## config.mk

```make
export PLATFORM = sky130hd
export DESIGN_NAME = mem_arbiter
export DESIGN_NICKNAME = d
export VERILOG_FILES = /design/src/rtl/mem_arbiter.sv
export SDC_FILE = /design/constraint.sdc
export NUM_CORES = 1
export LEC_CHECK = 0
export CAP_MARGIN = 10
export CORE_AREA = 2 2 107 109
export CTS_BUF_LIST = sky130_fd_sc_hd__clkbuf_8
export CTS_CLUSTER_DIAMETER = 120
export DETAILED_ROUTE_END_ITERATION = 8
export DIE_AREA = 0 0 109 111
export HOLD_SLACK_MARGIN = 0.08
export PLACE_DENSITY = 0.75
export SYNTH_ARGS = -nofsm -noshare
export SYNTH_HDL_FRONTEND = slang
export SYNTH_SLANG_ARGS = --single-unit
```

## constraint.sdc

```tcl
create_clock -name clk -period 2.2 [get_ports clk]
set_input_delay 0.44 -clock clk [delete_from_list [all_inputs] [get_ports clk]]
set_output_delay 0.44 -clock clk [all_outputs]
set_load 0.02 [all_outputs]
```

## src/rtl/mem_arbiter.sv

```systemverilog
// mem_arbiter
//   Arbitrates a single memory port between an instruction-fetch requester (if_*)
//   and a load/store requester (ls_*). One transaction is in flight at a time.
//   Grants are issued combinationally in IDLE; the winning request's fields are
//   latched and presented on mem_* for the whole BUSY period. A transaction ends
//   on mem_ack or, if the memory never answers, after TIMEOUT_CYCLES BUSY cycles
//   (done + err, rdata forced to 0).
//
// Ports
//   clk, rst            clock, synchronous active-low reset
//   if_req/if_addr      fetch request (read only)
//   if_gnt/if_done      fetch accepted / completed pulses
//   if_rdata            fetch data, non-zero only with if_done
//   ls_req/we/addr/wdata/mask  load/store request
//   ls_gnt/ls_done      load/store accepted / completed pulses
//   ls_rdata            load data, non-zero only with ls_done on a load
//   mem_req/we/addr/wdata/mask  registered memory transaction
//   mem_ack/mem_rdata   memory completion and read data (same cycle)
//   err                 timeout pulse, coincident with the owner's done
//   stall               core stall request
module mem_arbiter #(
  parameter int unsigned TIMEOUT_CYCLES = 16
) (
  input  logic        clk,
  input  logic        rst,
  input  logic        if_req,
  input  logic [31:0] if_addr,
  output logic        if_gnt,
  output logic        if_done,
  output logic [31:0] if_rdata,
  input  logic        ls_req,
  input  logic        ls_we,
  input  logic [31:0] ls_addr,
  input  logic [31:0] ls_wdata,
  input  logic [3:0]  ls_mask,
  output logic        ls_gnt,
  output logic        ls_done,
  output logic [31:0] ls_rdata,
  output logic        mem_req,
  output logic        mem_we,
  output logic [31:0] mem_addr,
  output logic [31:0] mem_wdata,
  output logic [3:0]  mem_mask,
  input  logic        mem_ack,
  input  logic [31:0] mem_rdata,
  output logic        err,
  output logic        stall
);

  localparam int unsigned CW = $clog2(TIMEOUT_CYCLES + 1);
  localparam logic [CW-1:0] CNT_LAST = CW'(TIMEOUT_CYCLES - 1);

  typedef enum logic [1:0] {IDLE, BUSY_IF, BUSY_LS} state_e;
  typedef enum logic {WIN_IF, WIN_LS} winner_e;

  state_e        state_q, state_d;
  winner_e       last_q, last_d;
  logic [CW-1:0] cnt_q, cnt_d;
  logic          we_q, we_d;
  logic [31:0]   addr_q, addr_d;
  logic [31:0]   wdata_q, wdata_d;
  logic [3:0]    mask_q, mask_d;

  always_comb begin
    state_d  = state_q;
    last_d   = last_q;
    cnt_d    = cnt_q;
    we_d     = we_q;
    addr_d   = addr_q;
    wdata_d  = wdata_q;
    mask_d   = mask_q;
    if_gnt   = 1'b0;
    ls_gnt   = 1'b0;
    if_done  = 1'b0;
    ls_done  = 1'b0;
    err      = 1'b0;
    if_rdata = '0;
    ls_rdata = '0;

    // Pulses are suppressed while reset is asserted: the edge that samples
    // rst=0 discards whatever this cycle would have granted or completed.
    if (rst) begin
      case (state_q)
        IDLE: begin
          // On a tie the requester that was not served last wins.
          if (ls_req && (!if_req || last_q == WIN_IF)) begin
            ls_gnt  = 1'b1;
            state_d = BUSY_LS;
            last_d  = WIN_LS;
            cnt_d   = '0;
            we_d    = ls_we;
            addr_d  = ls_addr;
            wdata_d = ls_wdata;
            mask_d  = ls_mask;
          end else if (if_req) begin
            if_gnt  = 1'b1;
            state_d = BUSY_IF;
            last_d  = WIN_IF;
            cnt_d   = '0;
            we_d    = 1'b0;
            addr_d  = if_addr;
            wdata_d = '0;
            mask_d  = '1;
          end
        end
        BUSY_IF, BUSY_LS: begin
          // An ack in the final allowed cycle still counts as a normal completion.
          if (mem_ack || cnt_q == CNT_LAST) begin
            state_d = IDLE;
            err     = ~mem_ack;
            if (state_q == BUSY_LS) begin
              ls_done  = 1'b1;
              ls_rdata = (mem_ack && !we_q) ? mem_rdata : '0;
            end else begin
              if_done  = 1'b1;
              if_rdata = mem_ack ? mem_rdata : '0;
            end
          end else begin
            cnt_d = cnt_q + CW'(1);
          end
        end
        default: state_d = IDLE;
      endcase
    end
  end

  always_ff @(posedge clk) begin
    if (!rst) begin
      state_q <= IDLE;
      last_q  <= WIN_IF;
      cnt_q   <= '0;
      we_q    <= 1'b0;
      addr_q  <= '0;
      wdata_q <= '0;
      mask_q  <= '0;
    end else begin
      state_q <= state_d;
      last_q  <= last_d;
      cnt_q   <= cnt_d;
      we_q    <= we_d;
      addr_q  <= addr_d;
      wdata_q <= wdata_d;
      mask_q  <= mask_d;
    end
  end

  assign mem_req   = (state_q != IDLE);
  assign mem_we    = we_q;
  assign mem_addr  = addr_q;
  assign mem_wdata = wdata_q;
  assign mem_mask  = mask_q;
  assign stall     = (state_q != IDLE) | (if_req & ~if_gnt) | (ls_req & ~ls_gnt);

endmodule

```

==> qor.yml, run 1 <==
floorplan:
  initial_core_util_pct: 31.2
  fp.dieW_um: 109
  std_cell_rows: 39
  die_area_um2: 12100
  io_pins: 278
  core_area_um2: 11100
  die_h_um: 111
clock_tree:
  cts-root-buf: "clkbuf_8"
  cts.sinks: 77
  clk_latency_ns: 0.34
  htreeDepth: 3
  clk_pin_slew_ns: 0.08
  cts_buffers: 9
  cts_buffer_depth: 2
  cts_tree: "built"
sta:
  finalSetupViolCount: 20
  drv_slew: 0
  worst-slew-pin-transition_ns: 0.409
  rsz0062_at_grt: "yes"
  final.min_clock_period_ns: 2.29
  post-route-period-util_pct: 104
  timing.final.ws_setup_ns: -0.0887
  setup_tns_ns: -1.14
  fin_skew_ns: 0.00832
  hold_violations: 0
  max_clock_freq_mhz: 437
  relSlewSlack_pct: 72.5
worst_setup_path:
  slowest_stage: "dfxtp_2"
  rr_endpoint: "cnt_q[3]"
  worstPathCellList: "inv_2 > ha_4 > nand3_4 > nor3b_4 > buf_6 > clkbuf_16 > and2_4 > buf_6"
  cp_slowest_stage_delay_ns: 0.33
  cp-start-kind: "register"
  end_kind: "primary output"
  r2r_start: "cnt_q[0]"
  crit_type: "reg2out"
  reg2regPathDepth: 6
  cpMostUsedCell: "buf_6"
  worstPathArrival_ns: 1.85
  cp_max_fo: 8
  reg2reg_slack_ns: 0.41
  worstPathRequired_ns: 1.76
power:
  seqPwrFrac_pct: 37.8
  comb_power_share_pct: 37.2
  powerDensity_nw_per_um2: 620
  power.switching_mw: 1.38
  internal_power_mw: 3.03
  leakage_nw: 2.96
  sw_frac_of_total_pct: 31.3
  ir_drop_mv: 0.349
  pwr-share-clk_pct: 24.9
  power_mw: 4.40
global_routing:
  antenna_found_initial: 1
  grt_pass1_wl_um: 19200
  met1_usage_pct: 20.2
  grt_pass1_vias: 3898
  grt_use_met3_pct: 6.29
  grt_use_met2_pct: 37.5
  grt.busiest_layer: "met2"
  grt-ovfl-total: 0
  grt_max_degree: 69
  gr-usage-all-layers_pct: 20.2
hold_path:
  hold_start: "mem_wdata[19]"
  hold_depth: 1
  hp-class: "reg2reg"
  hold_path_end: "mem_wdata[19]"
logic_synthesis:
  synthDistinctLibCells: 33
  synth_area_leader_cell: "dfxtp_1"
  synth_cells: 364
  syn_avg_cell_area_um2: 9.50
  synth_top_area_share_pct: 44.6
  synth.yosys.seq_area_share_pct: 44.6
  yosys_register_bits: 77
  synth.top_cells.by_area: "dfxtp_1 45%, and2_1 12%, mux2i_1 9.3%, a22o_1 8.4%, a21oi_1 5.5%"
  netlist_area_um2: 3460
  syn-num-nets: 506
  ys_warn_count: 0
finish:
  syn2layout_area_growth_pct: 105
  fillers: 926
  post-route-util_pct: 64.1
  nets: 798
  drive_above_1_share_pct: 28.1
detailed_routing:
  drc: 0
  wl_per_cell_um: 16.3
  routed_wl_um: 13100
  ant_nets: 0
  drt-pass1-iter-count: 4
  vias: 3905
  drtIter0Drc: 179
  vias_per_cell: 4.85
flow_run:
  max_cap_viol_count: 0
status:
  violations: "negative setup slack"
  status: "finished, violations left"
placed_design:
  finalWeightedCongestion: 0.790
  io_buffers: 277
  dp_hpwl_um: 9500
Yosys cell counts (all sizes together):
cell type / n
nand3b: 2
o21ai: 35
o221ai: 2
and2: 64
o21a: 2
nand3: 4
dfxtp: 77
clkbuf: 15
buf: 15
o31ai: 2
nor3: 2
a211oi: 1
inv: 5
a21boi: 1
a21o: 1
mux2i: 32
or3: 1
nor3b: 4
and3: 2
o221a: 4
a22o: 33
nor2: 7
or3b: 1
ha: 4
or4: 1
nand4b: 2
nand4: 1
nand2: 6
a21oi: 38
how the worst max path moves through the flow:
stage,from,endpoint,slack (ns)
floorplan,state_q[1],ls_rdata[10],0.20
global placement,mem_ack,ls_rdata[14],-0.44
detailed placement,rst,ls_rdata[12],-0.52
CTS,state_q[0],ls_rdata[4],-0.10
global route,state_q[0],ls_rdata[12],-0.20
finish,state_q[0],ls_rdata[14],-0.09
metal layers:
metal	routed length, um	part of all wire (%)
met4	308	2.4
met1	4640	35
met5	0	0
met2	6920	53
met3	1230	9.4
worst max-delay path: cells and delay by family (launching register included):
family	cells	cell delay (ns)
adders and majority gates	1	0.28
and+or+nand+nor	3	0.45
buffers and inverters	4	0.45
DFF	1	0.33
flip-flops by register name, summed over array words and instances (netlist names):
signal     count
state_q        2
last_q         1
mem_wdata     32
mem_mask       4
mem_we         1
cnt_q          5
mem_addr      32
area by class of cell:
cell class / instances / area, um2 / area share, %
Timing Repair Buffer: 311 / 3220 / 45.3
Sequential cell: 77 / 1540 / 21.7
Inverter: 5 / 21.3 / 0.299
Tap cell: 143 / 179 / 2.52
Clock buffer: 11 / 151 / 2.13
Clock inverter: 5 / 58.8 / 0.828
Antenna cell: 1 / 2.50 / 0.0352
Multi-Input combinational cell: 252 / 1930 / 27.2
kinds of logic after synthesis:
family	after synthesis	share of synthesized area [%]
AOI/OAI and AO/OA	119	22.3
and+or+nand+nor	97	17.0
DFF	77	44.6
buffers and inverters	35	5.46
muxes	32	9.26
adders and majority gates	4	1.45
cell usage in the layout (no fill, tap or decap), types with 3 or more instances in the layout:
cell | Yosys | layout
a22o_1 | 33 | 33
clkbuf_8 | 0 | 11
buf_12 | 0 | 4
mux2i_1 | 32 | 32
nor2_1 | 7 | 4
and2_1 | 64 | 18
buf_6 | 5 | 71
dlygate4sd2_1 | 0 | 3
nand3_1 | 4 | 3
nand2_1 | 6 | 6
a21oi_1 | 38 | 38
o21ai_0 | 35 | 34
buf_4 | 3 | 24
clkdlybuf4s50_1 | 0 | 205
and2_4 | 0 | 46
dfxtp_1 | 77 | 75
o221a_2 | 4 | 4
stage by stage:
stage,hold WS (ns),worst slack [ns],area [um2],std cells
after floorplan,0.426,0.200,3460,364
after global routing,0.494,-0.198,7100,804
after global placement,0.456,-0.443,6480,779
after detailed placement,0.453,-0.522,6480,779
after CTS,0.481,-0.100,6740,804
final,0.477,-0.0887,7100,805
what timing repair did:
action                                  CTS  global route
pin swaps                                 2            32
hold buffers                              0             0
gates cloned                              4             1
endpoints found under the setup margin   71            66
setup buffers                             5             0
hold endpoints to repair                  0             0
gates resized for setup                 366           118
power by group through the flow:
stage	combinational, mW	sequential [mW]	clock, mW
finish	1.64	1.67	1.10
global route	1.74	1.69	1.20
CTS	1.58	1.67	1.14
detailed placement	1.55	1.69	0
global placement	1.53	1.68	0
floorplan	0.516	1.89	0
Power figures use the tool's default switching activity.
==> inputs of run 2 (changes only) <==
==> constraint.sdc (replaced) <==
create_clock -name clk -period 2.2 [get_ports clk]
set_input_delay 0.44 -clock clk [delete_from_list [all_inputs] [get_ports clk]]
set_output_delay 0.44 -clock clk [all_outputs]
set_load 0.005 [all_outputs]
==> run 2 against run 1 <==
The flow still finishes with violations (negative setup slack). Clock power up 6%. Hold slack is essentially flat. Largest cell class unchanged. Critical path type unchanged. Setup slack lost 0.0086 ns. Sequential cell count unchanged. Critical path depth up 1. Largest power group unchanged. Die area did not move. Non-clock buffer count increased by 7. Global-route usage about the same.
==> qor.yml, run 2 (same netlist as run 1, synthesis figures left out) <==
detailed_routing:
  routed_wl_um: 13000  # was 13,100 um
  drc: 0  # unchanged
  drtIter0Drc: 162  # was 179
  vias_per_cell: 4.78  # was 4.85
  wl_per_cell_um: 16.0  # was 16.3 um
  drt-pass1-iter-count: 4  # unchanged
  vias: 3883  # was 3,905
  ant_nets: 0  # unchanged
finish:
  final_cell_count_no_fill: 812  # was 805
  mostFrequentLayoutCell: "clkdlybuf4s50_1"  # unchanged
  drive_above_1_share_pct: 29.5  # was 28.1%
  syn2layout_area_growth_pct: 104  # was 105%
  nets: 805  # was 798
  final_cell_mix: "205 x clkdlybuf4s50_1, 73 x dfxtp_1, 71 x buf_6"  # was 205 x clkdlybuf4s50_1, 75 x dfxtp_1, 71 x buf_6
clock_tree:
  clk_pin_slew_ns: 0.07  # was 0.08 ns
  cts_buffer_depth: 2  # unchanged
  cts_tree: "built"  # unchanged
  cts-root-buf: "clkbuf_8"  # unchanged
  cts_buffers: 9  # unchanged
  htreeDepth: 3  # unchanged
  clk_latency_ns: 0.36  # was 0.34 ns
  cts.sinks: 77  # unchanged
worst_setup_path:
  rr_endpoint: "cnt_q[2]"  # was cnt_q[3]
  slowest_stage: "dfxtp_2"  # unchanged
  cpMostUsedCell: "buf_6"  # unchanged
  cp_slowest_stage_delay_ns: 0.33  # about the same
  reg2reg_slack_ns: 0.39  # was 0.41 ns
  r2r_start: "cnt_q[0]"  # unchanged
  worstPathRequired_ns: 1.76  # about the same
  worstPathArrival_ns: 1.86  # was 1.85 ns
  cp-start-kind: "register"  # unchanged
  crit_start: "state_q[0]"  # unchanged
  cp_max_fo: 5  # was 8
  reg2regPathDepth: 6  # unchanged
  crit_type: "reg2out"  # unchanged
  end_kind: "primary output"  # unchanged
  worstPathCellList: "inv_2 > ha_4 > nand3_4 > nor2_4 > buf_6 > buf_6 > buf_6 > and2_4 > buf_6"  # was inv_2 > ha_4 > nand3_4 > nor3b_4 > buf_6 > clkbuf_16 > and2_4 > buf_6
floorplan:
  io_pins: 278  # unchanged
  std_cell_rows: 39  # unchanged
  die_h_um: 111  # unchanged
  die_area_um2: 12100  # unchanged
  fp.dieW_um: 109  # unchanged
  initial_core_util_pct: 31.2  # unchanged
  core_area_um2: 11100  # unchanged
power:
  powerDensity_nw_per_um2: 601  # was 620 nW/um2
  ir_drop_mv: 0.361  # was 0.349 mV
  leakage_nw: 2.99  # was 2.96 nW
status:
  violations: "negative setup slack"  # unchanged
  status: "finished, violations left"  # unchanged
hold_path:
  hold_start: "cnt_q[4]"  # was mem_wdata[19]
  hold_path_end: "cnt_q[4]"  # was mem_wdata[19]
  hp-class: "reg2reg"  # unchanged
  hold_depth: 2  # was 1
placed_design:
  place_inst: 778  # was 779
  preCtsSetupSlack_ns: -0.393  # was -0.522 ns
  dp_hpwl_um: 9560  # was 9500 um
  io_buffers: 277  # unchanged
  finalWeightedCongestion: 0.794  # was 0.790
sta:
  fin_skew_ns: 0.0110  # was 0.00832 ns
  worst-slew-pin-transition_ns: 0.422  # was 0.409 ns
  finalSetupViolCount: 56  # was 20
  timing.final.ws_setup_ns: -0.0973  # was -0.0887 ns
  final.min_clock_period_ns: 2.30  # was 2.29 ns
  max_clock_freq_mhz: 435  # was 437 MHz
  rsz0062_at_grt: "yes"  # unchanged
  relSlewSlack_pct: 71.7  # was 72.5%
  hold_violations: 0  # unchanged
  drv_slew: 0  # unchanged
  post-route-period-util_pct: 104  # about the same
global_routing:
  antenna_found_initial: 2  # was 1
  grt_pass1_vias: 3955  # was 3,898
  grt_max_degree: 49  # was 69
  grt-ovfl-total: 0  # unchanged
  gr-usage-all-layers_pct: 20.2  # about the same
  grt_pass1_wl_um: 19300  # was 19,200 um
flow_run:
  max_cap_viol_count: 0  # unchanged
## run 2: through the flow
step,utilization (%),hold slack [ns],cell area (um2),power [mW],setup TNS [ns]
2_1_floorplan,-,0.426,3460,2.16,0
3_3_place_gp,58.4,0.456,6470,2.97,-19.47
3_5_place_dp,58.4,0.457,6470,3.00,-22.08
4_1_cts,61.6,0.479,6830,4.24,-4.87
5_1_grt,63.6,0.497,7050,4.46,-10.83
6_report,63.6,0.477,7050,4.23,-3.36
## run 2: report_power, final
group | switching, mW | total, mW | internal, mW
combinational | 0.537 | 1.40 | 0.867
clock | 0.531 | 1.17 | 0.635
sequential | 0.0911 | 1.66 | 1.57
## run 2: cell type report
type,count,area (um2)
antenna,1,2.50
multi-input combinational,252,1920
tap,143,179
fill,904,4030
inverter,5,18.8
clock buffer,9,124
timing repair buffer,318,3160
sequential,77,1550
clock inverter,7,90.1
## run 2: worst max path at each step
stage | cells after the start | to | slack, ns
after floorplan | 6 | ls_rdata[10] | 0.30
after global placement | 6 | ls_rdata[14] | -0.34
after detailed placement | 6 | ls_rdata[30] | -0.39
after CTS | 8 | ls_rdata[30] | -0.16
after global routing | 7 | ls_rdata[13] | -0.23
final | 9 | if_rdata[6] | -0.1
## run 2: repair_timing
action | 4_1_cts | 5_1_grt
resized for setup | 299 | 116
cloned | 3 | 2
hold buffers | 0 | 0
endpoints found under the setup margin | 70 | 65
pin swaps | 28 | 32
setup buffers | 13 | 2
## run 2: critical path, delay by kind of cell, from the launching register on
kind | cells | cell delay [ns]
adders and majority gates | 1 | 0.27
buffers and inverters | 5 | 0.47
DFF | 1 | 0.33
and+or+nand+nor | 3 | 0.43
## run 2: metal layers
metal	vias up	routed length, um	global-route usage [%]
met5	-	0	0
met4	0	515	10.9
met3	34	1230	6.11
met2	186	6610	36.1
met1	1766	4630	20.7
li1	1897	-	-
==> inputs of run 3 (changes only) <==
--- a/config.mk
+++ b/config.mk
@@ -11,6 +11,7 @@
 export CTS_CLUSTER_DIAMETER = 120
 export DETAILED_ROUTE_END_ITERATION = 8
 export DIE_AREA = 0 0 109 111
+export GPL_TIMING_DRIVEN = 0
 export HOLD_SLACK_MARGIN = 0.08
 export PLACE_DENSITY = 0.75
 export SYNTH_ARGS = -nofsm -noshare
==> run 3 against run 2 <==
The run still ends with negative setup slack left. Register-to-register slack got worse by 0.25 ns. Hold slack lost 0.0097 ns. Die area did not move. Fmax down 3.5%. Global-route usage increased by 0.71 points. Critical path depth unchanged. Core utilization increased by 0.72 points. Non-clock buffer count up 12. Clock power decreased by 17%.
==> qor.yml, run 3 (same netlist as run 1, synthesis figures left out) <==
power:
  internal_power_mw: 2.92  # was 3.07 mW
  powerDensity_nw_per_um2: 568  # was 601 nW/um2
  ir_drop_mv: 0.366  # was 0.361 mV
  seqPwrFrac_pct: 41.2  # was 39.3%
  sw_frac_of_total_pct: 27.8  # was 27.4%
  power.switching_mw: 1.13  # was 1.16 mW
  comb_power_share_pct: 34.9  # was 33.2%
  pwr-share-clk_pct: 24.0  # was 27.5%
  leakage_nw: 3.02  # was 2.99 nW
global_routing:
  gr-usage-all-layers_pct: 21.0  # was 20.2%
  antenna_found_initial: 1  # was 2
  grt_pass1_wl_um: 20000  # was 19,300 um
  grt-ovfl-total: 0  # unchanged
  grt_pass1_vias: 4030  # was 3,955
  grt_max_degree: 12  # was 49
floorplan:
  core_area_um2: 11100  # unchanged
  std_cell_rows: 39  # unchanged
  io_pins: 278  # unchanged
  fp.dieW_um: 109  # unchanged
  initial_core_util_pct: 31.2  # unchanged
  die_area_um2: 12100  # unchanged
  die_h_um: 111  # unchanged
sta:
  hold_violations: 0  # unchanged
  timing.final.ws_setup_ns: -0.180  # was -0.0973 ns
  relSlewSlack_pct: 47.6  # was 71.7%
  drv_slew: 0  # unchanged
  max_clock_freq_mhz: 420  # was 435 MHz
  finalSetupViolCount: 56  # unchanged
  worst-slew-pin-transition_ns: 0.784  # was 0.422 ns
  rsz0062_at_grt: "yes"  # unchanged
  post-route-period-util_pct: 108  # was 104%
  fin_skew_ns: 0.00391  # was 0.0110 ns
  final.min_clock_period_ns: 2.38  # was 2.30 ns
detailed_routing:
  ant_nets: 0  # unchanged
  drt-pass1-iter-count: 4  # unchanged
  vias: 4000  # was 3,883
  drc: 0  # unchanged
  vias_per_cell: 4.86  # was 4.78
  drtIter0Drc: 182  # was 162
  wl_per_cell_um: 16.7  # was 16.0 um
  routed_wl_um: 13700  # was 13,000 um
clock_tree:
  clk_pin_slew_ns: 0.07  # about the same
  cts_buffers: 9  # unchanged
  htreeDepth: 3  # unchanged
  hold_buffers: 0  # unchanged
  cts-root-buf: "clkbuf_8"  # unchanged
  cts_buffer_depth: 2  # unchanged
  clk_latency_ns: 0.34  # was 0.36 ns
  cts.sinks: 77  # unchanged
  cts_tree: "built"  # unchanged
worst_setup_path:
  crit_type: "reg2out"  # unchanged
  worstPathArrival_ns: 1.94  # was 1.86 ns
  cp_slowest_stage_delay_ns: 0.34  # was 0.33 ns
  slowest_stage: "dfxtp_2"  # unchanged
  cp-start-kind: "register"  # unchanged
  worstPathRequired_ns: 1.76  # about the same
  cpMostUsedCell: "buf_6"  # unchanged
  cp_max_fo: 5  # unchanged
  crit_start: "state_q[1]"  # was state_q[0]
  end_kind: "primary output"  # unchanged
  worstPathCellList: "inv_2 > ha_4 > nand3_4 > nor3b_4 > buf_6 > buf_6 > buf_8 > and2_4 > buf_6"  # was inv_2 > ha_4 > nand3_4 > nor2_4 > buf_6 > buf_6 > buf_6 > and2_4 > buf_6
  r2r_start: "cnt_q[0]"  # unchanged
finish:
  drive_above_1_share_pct: 29.7  # was 29.5%
  final_cell_count_no_fill: 823  # was 812
  final_cell_mix: "203 x clkdlybuf4s50_1, 73 x dfxtp_1, 69 x buf_6"  # was 205 x clkdlybuf4s50_1, 73 x dfxtp_1, 71 x buf_6
  syn2layout_area_growth_pct: 106  # was 104%
  fin_area_um2: 7130  # was 7050 um2
  nets: 817  # was 805
  mostFrequentLayoutCell: "clkdlybuf4s50_1"  # unchanged
  fillers: 911  # was 904
placed_design:
  dp_hpwl_um: 10000  # was 9560 um
  io_buffers: 277  # unchanged
  placed_area_um2: 6410  # was 6470 um2
  place_inst: 784  # was 778
  finalWeightedCongestion: 0.814  # was 0.794
flow_run:
  max_cap_viol_count: 0  # unchanged
hold_path:
  hold_start: "cnt_q[0]"  # was cnt_q[4]
  hp-class: "reg2reg"  # unchanged
status:
  violations: "negative setup slack"  # unchanged
  status: "finished, violations left"  # unchanged
## run 3: changes by cell type in the layout (fill, tap and decap cells not counted), sizes merged
cell,previous run,this run
clkinv,2,1
clkbuf,11,25
clkdlybuf4s15,0,2
clkdlybuf4s50,205,203
dlygate4sd2,6,4
bufinv,2,0
clkinvlp,1,0
buf,105,108
## run 3: repair_timing
item / CTS / global route
pin swaps: 42 / 10
gates cloned: 6 / 0
gates resized for setup: 373 / 82
setup buffers: 21 / 1
setup endpoints to repair: 70 / 70
## run 3: critical path: cells and delay by family (launching register included)
| family | cells | cell delay, ns |
|---|---|---|
| AND/OR/NAND/NOR | 3 | 0.48 |
| buffers and inverters | 5 | 0.50 |
| adder cells (fa/ha/maj) | 1 | 0.28 |
| flip-flops | 1 | 0.34 |
## run 3: cell type report
type                       instances  area (um2)  share of cell area (%)
antenna                            1        2.50                  0.0351
clock inverter                     3        12.5                   0.176
sequential                        77        1550                    21.7
clock buffer                      12         165                    2.32
buffer                            28         225                    3.16
multi-input combinational        252        1920                    26.9
inverter                           5        18.8                   0.263
timing repair buffer             302        3060                    43.0
tap                              143         179                    2.51
## run 3: power by group through the flow
| stage | logic [mW] | registers [mW] | clock network (mW) |
|---|---|---|---|
| after global placement | 1.26 | 1.68 | 0 |
| after CTS | 1.39 | 1.67 | 0.999 |
| after floorplan | 0.466 | 1.70 | 0 |
| final | 1.41 | 1.67 | 0.971 |
| after global routing | 1.52 | 1.69 | 1.05 |
| after detailed placement | 1.28 | 1.69 | 0 |
## run 3: metrics by stage
stage | hold slack (ns) | TNS, ns | setup WS, ns | utilization, % | total power, mW
2_1_floorplan | 0.426 | 0 | 0.301 | - | 2.16
3_3_place_gp | 0.457 | -56.30 | -0.939 | 57.9 | 2.95
3_5_place_dp | 0.459 | -60.68 | -0.987 | 57.9 | 2.97
4_1_cts | 0.467 | -6.38 | -0.159 | 62.6 | 4.05
5_1_grt | 0.492 | -11.25 | -0.310 | 64.3 | 4.26
6_report | 0.467 | -5.44 | -0.180 | 64.3 | 4.05
## run 3: worst paths after layout
check	to	slack, ns	cells past startpoint
hold / removal	cnt_q[0]	0.47	1
setup / recovery	ls_rdata[8]	-0.18	9
hold reg to reg	cnt_q[0]	0.47	1
setup reg to reg	cnt_q[0]	0.14	6
## run 3: per-layer routing
metal | wire [um] | share of wire (%) | track usage, % | vias to the layer above
met5 | 0 | 0 | 0 | -
met3 | 1160 | 8.5 | 6.70 | 23
met4 | 318 | 2.3 | 8.55 | 0
li1 | - | - | - | 1923
met1 | 5080 | 37 | 21.3 | 1881
met2 | 7150 | 52 | 38.5 | 173
